File: src/rtl/uart_tx_fifo.sv
// uart_tx_fifo
// Byte FIFO plus launch controller in front of the UART Tx FSM. The host
// pushes bytes. Each byte is handed to the Tx FSM with a one-cycle Data_Valid
// pulse, and P_DATA holds that byte. The next byte goes out only after the
// Tx FSM has raised busy and then dropped it again.
//
// Ports
//   CLK        in   system clock, rising edge
//   RST        in   asynchronous reset, active low
//   wr_en      in   host write strobe, one byte per cycle
//   wr_data    in   host write data
//   clr_flags  in   pulse, clears overflow and ack_err
//   busy       in   Tx FSM busy
//   Data_Valid out  one-cycle launch pulse, high while in LAUNCH
//   P_DATA     out  byte being launched, held until the next launch
//   full       out  FIFO holds DEPTH entries
//   empty      out  FIFO holds no entries
//   fifo_count out  entries held, 0..DEPTH
//   overflow   out  sticky, a write was attempted while full
//   ack_err    out  sticky, busy never rose after a launch
module uart_tx_fifo #(
  parameter int DATA_WIDTH  = 8,
  parameter int DEPTH       = 16,
  parameter int ACK_TIMEOUT = 4
) (
  input  logic                     CLK,
  input  logic                     RST,
  input  logic                     wr_en,
  input  logic [DATA_WIDTH-1:0]    wr_data,
  input  logic                     clr_flags,
  input  logic                     busy,
  output logic                     Data_Valid,
  output logic [DATA_WIDTH-1:0]    P_DATA,
  output logic                     full,
  output logic                     empty,
  output logic [$clog2(DEPTH):0]   fifo_count,
  output logic                     overflow,
  output logic                     ack_err
);

  localparam int AW = $clog2(DEPTH);
  localparam int CW = AW + 1;
  localparam int TW = $clog2(ACK_TIMEOUT);

  typedef enum logic [1:0] {
    IDLE      = 2'd0,
    LAUNCH    = 2'd1,
    WAIT_ACK  = 2'd2,
    WAIT_DONE = 2'd3
  } state_t;

  state_t                  state_q, state_d;
  logic [AW-1:0]           wr_ptr_q, wr_ptr_d;
  logic [AW-1:0]           rd_ptr_q, rd_ptr_d;
  logic [CW-1:0]           count_q, count_d;
  logic [DATA_WIDTH-1:0]   p_data_q, p_data_d;
  logic                    overflow_q, overflow_d;
  logic                    ack_err_q, ack_err_d;
  logic [TW-1:0]           timer_q, timer_d;
  logic [DATA_WIDTH-1:0]   mem_q [DEPTH];

  logic push;
  logic pop;
  logic ack_timeout;

  // full/empty come from the registered count, so they reflect the state
  // before any pop in the current cycle. A write while full is always
  // dropped, even when a launch frees a slot in the same cycle.
  assign full  = (count_q == CW'(DEPTH));
  assign empty = (count_q == '0);
  assign push  = wr_en && !full;
  // The byte leaves the FIFO during the LAUNCH cycle. Its value was already
  // copied into P_DATA when LAUNCH was entered.
  assign pop   = (state_q == LAUNCH);

  always_comb begin
    state_d     = state_q;
    p_data_d    = p_data_q;
    timer_d     = timer_q;
    ack_timeout = 1'b0;
    case (state_q)
      IDLE: begin
        if (!empty && !busy) begin
          state_d  = LAUNCH;
          p_data_d = mem_q[rd_ptr_q];
        end
      end
      LAUNCH: begin
        state_d = WAIT_ACK;
        timer_d = '0;
      end
      WAIT_ACK: begin
        if (busy) begin
          state_d = WAIT_DONE;
        end else if (timer_q == TW'(ACK_TIMEOUT - 1)) begin
          // Tx FSM never picked the byte up; drop it and move on.
          state_d     = IDLE;
          ack_timeout = 1'b1;
        end else begin
          timer_d = timer_q + TW'(1);
        end
      end
      WAIT_DONE: begin
        if (!busy) begin
          state_d = IDLE;
        end
      end
      default: state_d = IDLE;
    endcase
  end

  always_comb begin
    wr_ptr_d = wr_ptr_q;
    rd_ptr_d = rd_ptr_q;
    count_d  = count_q;
    if (push) begin
      wr_ptr_d = wr_ptr_q + AW'(1);
    end
    if (pop) begin
      rd_ptr_d = rd_ptr_q + AW'(1);
    end
    case ({push, pop})
      2'b10:   count_d = count_q + CW'(1);
      2'b01:   count_d = count_q - CW'(1);
      default: count_d = count_q;
    endcase
    // A set event in the same cycle as clr_flags wins.
    overflow_d = (clr_flags ? 1'b0 : overflow_q) | (wr_en & full);
    ack_err_d  = (clr_flags ? 1'b0 : ack_err_q) | ack_timeout;
  end

  always_ff @(posedge CLK or negedge RST) begin
    if (!RST) begin
      state_q    <= IDLE;
      wr_ptr_q   <= '0;
      rd_ptr_q   <= '0;
      count_q    <= '0;
      p_data_q   <= '0;
      overflow_q <= 1'b0;
      ack_err_q  <= 1'b0;
      timer_q    <= '0;
    end else begin
      state_q    <= state_d;
      wr_ptr_q   <= wr_ptr_d;
      rd_ptr_q   <= rd_ptr_d;
      count_q    <= count_d;
      p_data_q   <= p_data_d;
      overflow_q <= overflow_d;
      ack_err_q  <= ack_err_d;
      timer_q    <= timer_d;
    end
  end

  // Storage is not reset; only the pointers and count define its contents.
  always_ff @(posedge CLK) begin
    if (push) begin
      mem_q[wr_ptr_q] <= wr_data;
    end
  end

  assign Data_Valid = (state_q == LAUNCH);
  assign P_DATA     = p_data_q;
  assign fifo_count = count_q;
  assign overflow   = overflow_q;
  assign ack_err    = ack_err_q;

endmodule

File: config.mk
export PLATFORM = sky130hd
export DESIGN_NAME = uart_tx_fifo
export DESIGN_NICKNAME = d
export VERILOG_FILES = /design/src/rtl/uart_tx_fifo.sv
export SDC_FILE = /design/constraint.sdc
export NUM_CORES = 1
export LEC_CHECK = 0
export BUFFER_PORTS_ARGS = -buffer_cell sky130_fd_sc_hd__buf_2
export CORE_ASPECT_RATIO = 0.5
export CORE_MARGIN = 2
export CORE_UTILIZATION = 35
export DETAILED_ROUTE_END_ITERATION = 8
export GPL_TIMING_DRIVEN = 1
export HOLD_SLACK_MARGIN = 0.15
export SLEW_MARGIN = 20
export SYNTH_ARGS = -nofsm -noshare
export SYNTH_HDL_FRONTEND = slang
export SYNTH_SLANG_ARGS = --single-unit
File: constraint.sdc
create_clock -name CLK -period 4.65 [get_ports CLK]
set_input_delay 0.93 -clock CLK [delete_from_list [all_inputs] [get_ports CLK]]
set_output_delay 0.93 -clock CLK [all_outputs]
set_load 0.1 [all_outputs]
==> qor.yml <==
clocking:
  clockBufferDepth: 2
  cts_setup_buffers: 0
  cts_tree: "built"
  cts.clk_slew.worst_paths_ns: 0.06
  clock-root-buffer: "clkbuf_16"
  cts_sinks: 155
  ctsResizeCount: 0
  cts_buffers: 17
  cts_hold_buffers: 0
  clkLatencyLatePin_ns: 0.42
  htree_levels: 4
pwr:
  p_sw_mw: 1.87
  swShare: 0.368
  p_seq_frac: 0.397
  power.leakage_nw: 2.64
  intPower_mw: 3.21
  power_density_nw_per_um2: 688
  clkPwrFrac: 0.287
  finalPower_mw: 5.07
  ir_drop_mv: 0.340
  combPwrFrac: 0.316
timing:
  fmax_mhz: 339
  fin_skew_ns: 0.0132
  setup_viol: 0
  slew_viol_final: 0
  max-slew-margin-rel: 0.349
  period_needed_ns: 2.95
  rsz0062_at_grt: "false"
  setup_tns_ns: 0
  fin_crit_sh: 0.635
  worstMarginPinSlew_ns: 0.973
  hold_viol: 0
logic_synthesis:
  postSynthCellCount: 346
  synth-warning-count: 0
  synthesis.area_um2: 6380
  syn_nets: 369
  synth-seq-cells: 155
  ys.flop_type: "edfxtp_1"
  synth.top_cell.area_share: 0.602
  synth_edf_count: 128
  ys_types: 40
  synth_seq_area_share: 0.708
  synthArstFlopShare: 0.174
  synth_area_leaders: "edfxtp_1 60%, dfrtp_1 11%, mux4_2 8.5%, mux4_1 3.3%, mux2i_1 2.2%"
  synth_common_cells: "128 x edfxtp_1, 27 x dfrtp_1, 24 x mux4_2, 19 x nor2_1, 17 x nand2_1"
  yosysMostFrequentCell: "edfxtp_1"
  avgSynthCellArea_um2: 18.5
  synth_top_cell_by_area: "edfxtp_1"
die:
  design.core.area_um2: 17600
  start_util: 0.363
  die_height_um: 99.5
  rows: 34
  io-pin-count: 31
  die_w_um: 195
  die_area_um2: 19400
global_route:
  grt.total_usage: 0.132
  grt_pass1_wl_mm: 18.6
  antenna_found_initial: 4
  grt_pass1_vias: 3106
  grt_overflow_total: 0
  grt_max_degree: 28
route:
  routed-via-count: 3092
  drtPass1Iterations: 4
  vias_per_cell: 4.92
  wirelength_mm: 11.9
  route.detailed.drc: 0
  drtIter0Drc: 257
  ant_nets: 0
  avgRoutedWirePerCell_um: 18.9
job:
  maxCapViolCount: 0
placed_design:
  dp.cells: 596
  portBuffers: 30
  gp_congestion: 0.766
  hpwlAfterDp_mm: 7.50
  dpl-instance-area_um2: 6740
critical_path:
  endpoint_kind: "output port"
  cp_max_fo: 9
  worst_ep_required_time_ns: 3.72
  arrival_ns: 2.02
  startpoint_type: "flop"
  crit_type: "reg2out"
hold_path:
  hold_class: "reg2reg"
cells_and_area:
  stdcell_area_um2: 7370
  layout-drive-gt1-share: 0.269
  fin_util: 0.419
  layout.cells.non_filler: 629
  layout.nets: 404
  syn2layout_area_growth_pct: 15.5
outcome:
  status: "completed"
## state kept, by name, summed over array words and instances, names as in the netlist
name	cells
mem_q	128
P_DATA	8
fifo_count	5
rd_ptr_q	4
wr_ptr_q	4
state_q	2
timer_q	2
ack_err	1
overflow	1
## metal layers
metal / global-route usage / up-vias / share of wire
met4: 0.0464 / 6 / 0.0081
li1: - / 1439 / -
met5: 0 / - / 0.0037
met2: 0.205 / 73 / 0.47
met3: 0.0451 / 14 / 0.064
met1: 0.176 / 1560 / 0.46
## cells by family (layout without fill, tap and decap cells)
family / count (synthesis) / count (layout) / share of synthesized area
compound gates: 34 / 34 / 0.0372
xor+xnor: 11 / 11 / 0.0151
fa+ha+maj: 10 / 10 / 0.0196
buf+inv: 25 / 73 / 0.0247
flops: 155 / 155 / 0.708
mux: 54 / 54 / 0.154
other cells: 0 / 1 / 0
simple gates: 57 / 57 / 0.0419
## power groups by stage
stage / logic, mW / registers, mW / clock network [mW]
6_report: 1.60 / 2.01 / 1.46
5_1_grt: 1.72 / 2.06 / 1.55
4_1_cts: 1.63 / 2.01 / 1.49
3_5_place_dp: 1.62 / 2.04 / 0
3_3_place_gp: 1.61 / 2.03 / 0
2_1_floorplan: 1.08 / 2.25 / 0
## critical path, cell delays in order (launching register included)
cell     delay (ns)
dfrtp_1        0.47
nor2b_1        0.59
buf_2          0.55
## path summary, 6_finish.rpt
check	slack, ns	to	cells after the start	startpoint
max	1.70	Data_Valid	2	state_q[0]
max in group asynchronous	3.66	rd_ptr_q[1]	1	RST
min	0.48	P_DATA[3]	2	P_DATA[3]
min in group asynchronous	0.54	fifo_count[4]	1	RST
min reg2reg	0.48	P_DATA[3]	2	P_DATA[3]
max reg2reg	1.95	fifo_count[4]	10	fifo_count[1]
## layout by cell type, fill, tap and decap left out, types with 8 or more instances in the layout
cell and instances:
nand2_1 17, buf_2 30, mux4_1 8, dfrtp_1 25
ha_1 10, o21ai_0 12, edfxtp_1 128, mux4_2 24
clkbuf_16 17, mux2_2 8, mux2i_1 14, nor2_1 19
## through the flow
stage / hold WS (ns) / worst slack [ns]
final: 0.476 / 1.70
after global routing: 0.514 / 1.52
after CTS: 0.482 / 1.63
after detailed placement: 0.468 / 1.63
after global placement: 0.461 / 1.67
after floorplan: 0.500 / 0.880
## cell type report
type | instances | area [um2]
fillers | 1559 | 10200
repair buffers | 36 | 195
clock inverters | 15 | 204
inverters | 5 | 18.8
well taps | 234 | 293
diodes | 1 | 2.50
clock buffers | 17 | 425
multi-input cells | 166 | 1710
flip-flops and latches | 155 | 4520
(Power assumes the default switching activity.)
